--- src/rtl/mem_wb_pipe.sv ---
// MEM/WB pipeline register: formats sub-word loads, applies flush/stall priority
// and counts instructions retiring into write-back.
module mem_wb_pipe #(
  parameter int unsigned DATA_W = 32,
  parameter int unsigned REG_AW = 5,
  parameter int unsigned CNT_W  = 32
) (
  input  logic              clk,
  input  logic              rst,
  input  logic              stall,
  input  logic              flush,
  input  logic              in_valid,
  input  logic [DATA_W-1:0] read_data,
  input  logic [DATA_W-1:0] address,
  input  logic [REG_AW-1:0] rd,
  input  logic              memtoreg,
  input  logic              regwrite,
  input  logic [2:0]        load_mode,
  output logic [DATA_W-1:0] wb_data,
  output logic [REG_AW-1:0] wb_rd,
  output logic              wb_regwrite,
  output logic              wb_valid,
  output logic [CNT_W-1:0]  retired_cnt
);

  logic [DATA_W-1:0] data_q, data_d;
  logic [REG_AW-1:0] rd_q, rd_d;
  logic              regwrite_q, regwrite_d;
  logic              valid_q, valid_d;
  logic [CNT_W-1:0]  cnt_q, cnt_d;

  logic [7:0]        byte_sel;
  logic [15:0]       half_sel;
  logic [DATA_W-1:0] load_val;

  // Lane selection only meaningful for DATA_W == 32.
  always_comb begin
    byte_sel = read_data[7:0];
    case (address[1:0])
      2'b00:   byte_sel = read_data[7:0];
      2'b01:   byte_sel = read_data[15:8];
      2'b10:   byte_sel = read_data[23:16];
      default: byte_sel = read_data[31:24];
    endcase
    half_sel = address[1] ? read_data[31:16] : read_data[15:0];

    case (load_mode)
      3'b001:  load_val = {{(DATA_W-16){half_sel[15]}}, half_sel};
      3'b010:  load_val = {{(DATA_W-16){1'b0}}, half_sel};
      3'b011:  load_val = {{(DATA_W-8){byte_sel[7]}}, byte_sel};
      3'b100:  load_val = {{(DATA_W-8){1'b0}}, byte_sel};
      default: load_val = read_data;
    endcase
  end

  always_comb begin
    data_d     = data_q;
    rd_d       = rd_q;
    regwrite_d = regwrite_q;
    valid_d    = valid_q;
    cnt_d      = cnt_q;
    if (flush) begin
      data_d     = '0;
      rd_d       = '0;
      regwrite_d = 1'b0;
      valid_d    = 1'b0;
    end else if (!stall) begin
      data_d     = memtoreg ? load_val : address;
      rd_d       = rd;
      regwrite_d = regwrite & in_valid & (rd != '0);
      valid_d    = in_valid;
      if (in_valid) cnt_d = cnt_q + CNT_W'(1);
    end
  end

  always_ff @(posedge clk or posedge rst) begin
    if (rst) begin
      data_q     <= '0;
      rd_q       <= '0;
      regwrite_q <= 1'b0;
      valid_q    <= 1'b0;
      cnt_q      <= '0;
    end else begin
      data_q     <= data_d;
      rd_q       <= rd_d;
      regwrite_q <= regwrite_d;
      valid_q    <= valid_d;
      cnt_q      <= cnt_d;
    end
  end

  assign wb_data     = data_q;
  assign wb_rd       = rd_q;
  assign wb_regwrite = regwrite_q;
  assign wb_valid    = valid_q;
  assign retired_cnt = cnt_q;

endmodule

--- config.mk ---
export PLATFORM = sky130hd
export DESIGN_NAME = mem_wb_pipe
export DESIGN_NICKNAME = d
export VERILOG_FILES = /design/src/rtl/mem_wb_pipe.sv
export SDC_FILE = /design/constraint.sdc
export NUM_CORES = 1
export LEC_CHECK = 0
export BUFFER_PORTS_ARGS = -buffer_cell sky130_fd_sc_hd__buf_2
export CAP_MARGIN = 15
export CORE_AREA = 2 2 85 119
export DETAILED_ROUTE_END_ITERATION = 8
export DIE_AREA = 0 0 87 121
export GPL_TIMING_DRIVEN = 0
export PLACE_DENSITY_LB_ADDON = 0.05
export SLEW_MARGIN = 40
export SYNTH_ARGS = -nofsm -noshare
export SYNTH_HDL_FRONTEND = slang
export SYNTH_SLANG_ARGS = --single-unit
--- constraint.sdc ---
create_clock -name clk -period 5.95 [get_ports clk]
set_clock_uncertainty 0.05 [all_clocks]
set_input_delay 0.2975 -clock clk [delete_from_list [all_inputs] [get_ports clk]]
set_output_delay 0.2975 -clock clk [all_outputs]
set_load 0.01 [all_outputs]
==> results.sh <==
export IMPL_seq_area_frac_synth=0.4453
export IMPL_avgSynthCellArea_um2=9.950
export IMPL_stdcell_area_um2=5207
export IMPL_clock_sinks=71
export IMPL_maxSlewHeadroom=0.4090
export IMPL_grt_pass1_wl_mm=19.02
export IMPL_place_area_um2=4903
export IMPL_routabilityCongestion=0.8931
export IMPL_layout_drive_gt1_share=0.3574
export IMPL_timing_setup_tns_ps=0
export IMPL_timing_hold_ws_ps=144.8
export IMPL_portBuffers=149
export IMPL_clkTransAtPathRegs_ps=60
export IMPL_num_rows=42
export IMPL_ir_drop_mv=0.1354
export IMPL_synthTopCellsByArea="dfrtp_1 45%, xnor2_1 5.7%, o21ai_0 4.5%"
export IMPL_antenna_found_initial=1
export IMPL_rsz0062_at_grt="no"
export IMPL_timing_final_crit_share=0.3333
export IMPL_drc=0
export IMPL_dp_hpwl_mm=9.404
export IMPL_worst_slack_ps=3967
export IMPL_cap_viol_max_count=0
export IMPL_design_core_area_um2=9407
export IMPL_syn_area_um2=3990
export IMPL_cts_buffers=9
export IMPL_total_power_mw=1.323
export IMPL_layoutNonFillerInstCount=679
export IMPL_die_height_um=121
export IMPL_grt_pass1_vias=3671
export IMPL_yosysUniqueCellTypes=53
export IMPL_maxSlewViolCount=0
export IMPL_cp_arrival_ps=2100
export IMPL_clk_latency_ps=330
export IMPL_drt_iter0_drc=181
export IMPL_ys_async_sr_fraction=1.000
export IMPL_synthToLayoutAreaGrowth_pct=30.51
export IMPL_worstPathRequired_ps=6070
export IMPL_ys_warn_count=0
export IMPL_ys_flop_type="dfrtp_1"
export IMPL_postCtsSetupBuffers=0
export IMPL_io_pins=150
export IMPL_post_synth_top_area_cell="dfrtp_1"
export IMPL_p_per_area_nw_per_um2=254.1
export IMPL_ant_nets=0
export IMPL_globalRouteOverflowTotal=0
export IMPL_place_inst=661
export IMPL_vias=3829
export IMPL_end_kind="flop"
export IMPL_die_w_um=87
export IMPL_clk_path_buf_depth=2
export IMPL_fin_nets=643
export IMPL_leakage_nw=2.545
export IMPL_syn_num_nets=481
export IMPL_grt_usage=0.2358
export IMPL_synth_cells=401
export IMPL_cts_tree="done"
export IMPL_synth_top_area_share=0.4453
export IMPL_finalHoldViolations=0
export IMPL_worst_pin_slew_ps=874.6
export IMPL_wl_mm=12.23
export IMPL_fmax_ghz=0.5043
export IMPL_place_ws_ps=3645
export IMPL_synth_edff_count=0
export IMPL_grt_max_degree=43
export IMPL_crit_type="in2reg"
export IMPL_setup_viol=0
export IMPL_fin_crit_ps=1983
export IMPL_ys_seq_elements=71
export IMPL_firstDrtPassIters=4
export IMPL_clockRootBuffer="clkbuf_16"
export IMPL_initial_core_util=0.4242
export IMPL_die_area_um2=10530
export IMPL_crit_path_max_fanout=10
export IMPL_wl_per_cell_um=18.01
export IMPL_status="finished clean"
export IMPL_finish_utilization=0.5536
export IMPL_htree_num_levels=3
export IMPL_start_kind="input pin"
export IMPL_hp_class="in2reg"
export IMPL_via_per_inst=5.639
Yosys cell counts, drive strengths merged (2+ instances only):
master / n
a22oi: 25
and3: 6
nand3b: 2
nand2: 20
nor4: 3
or3b: 4
mux2i: 8
xnor2: 26
a2111oi: 6
nor2: 29
a21oi: 21
o31ai: 2
o22ai: 5
dfrtp: 71
a211oi: 5
clkbuf: 12
mux4: 3
inv: 11
nor2b: 9
nor3: 5
a31oi: 4
a32o: 5
buf: 14
nand4: 9
nand3: 13
o21ai: 36
mux2: 13
xor2: 6
nor3b: 6
and4: 6
nor4bb: 2
cell families after synthesis:
logic type                 synth area share
buffers and inverters               0.04609
muxes                               0.07369
and+or+nand+nor                      0.1712
DFF                                  0.4453
xor gates and xnor gates            0.07024
AOI/OAI and AO/OA                    0.1875
adders and majority gates          0.005957
worst max-delay path, stage by stage:
cell	delay, ps
buf_2	140
buf_2	280
mux2_2	380
a32o_1	220
a2111oi_0	600
o22ai_1	170
layout by cell type (no fill, tap or decap), types with 8 or more instances in the layout:
cell type    n
buf_2      155
dfrtp_1     71
o21ai_0     36
nor2_1      29
xnor2_1     26
a22oi_1     24
a21oi_1     21
nand2_1     20
clkbuf_1    14
mux2_2      13
nand3_1     13
inv_1       10
nor2b_1      9
clkbuf_16    9
nand4_1      8
mux2i_1      8
per-layer routing:
metal	global-route usage	routed length, um
met1	0.2776	4695
met3	0.05646	829
met2	0.3965	6303
met5	0	0
met4	0.1143	403
report_power, final:
group	total [mW]	internal [mW]	switching, mW	leakage, nW
clock network	0.527	0.325	0.202	0.136
logic	0.245	0.106	0.139	1.46
registers	0.552	0.519	0.0326	0.952
what timing repair did:
item	4_1_cts	5_1_grt
endpoints found under the hold margin	29	0
gates resized for setup	0	0
hold buffers	1	0
layout make-up:
class / count / area (um2)
diodes: 1 / 2.502
plain buffers: 26 / 138.9
clock buffers: 11 / 232.7
clock inverters: 5 / 58.81
fillers: 877 / 4199
inverters: 12 / 50.05
multi-input cells: 292 / 2034
flip-flops and latches: 71 / 1777
well taps: 110 / 137.6
repair buffers: 151 / 775.7
worst paths after layout:
kind                                   end  cells after the start  slack, ps            start
max in group asynchronous   retired_cnt[2]                      4       4890              rst
hold reg to reg            retired_cnt[31]                      1        430  retired_cnt[31]
min in group asynchronous  retired_cnt[10]                      3        440              rst
setup reg to reg           retired_cnt[28]                      5       4140  retired_cnt[16]
setup / recovery                wb_data[6]                      6       3970       address[0]
hold / removal                 wb_data[30]                      3        140      address[30]
registers in the layout, summed over array words and instances, names as in the netlist:
signal	count
wb_valid	1
retired_cnt	32
wb_rd	5
wb_regwrite	1
wb_data	32
Note: power is estimated with default switching activity, not from simulation.
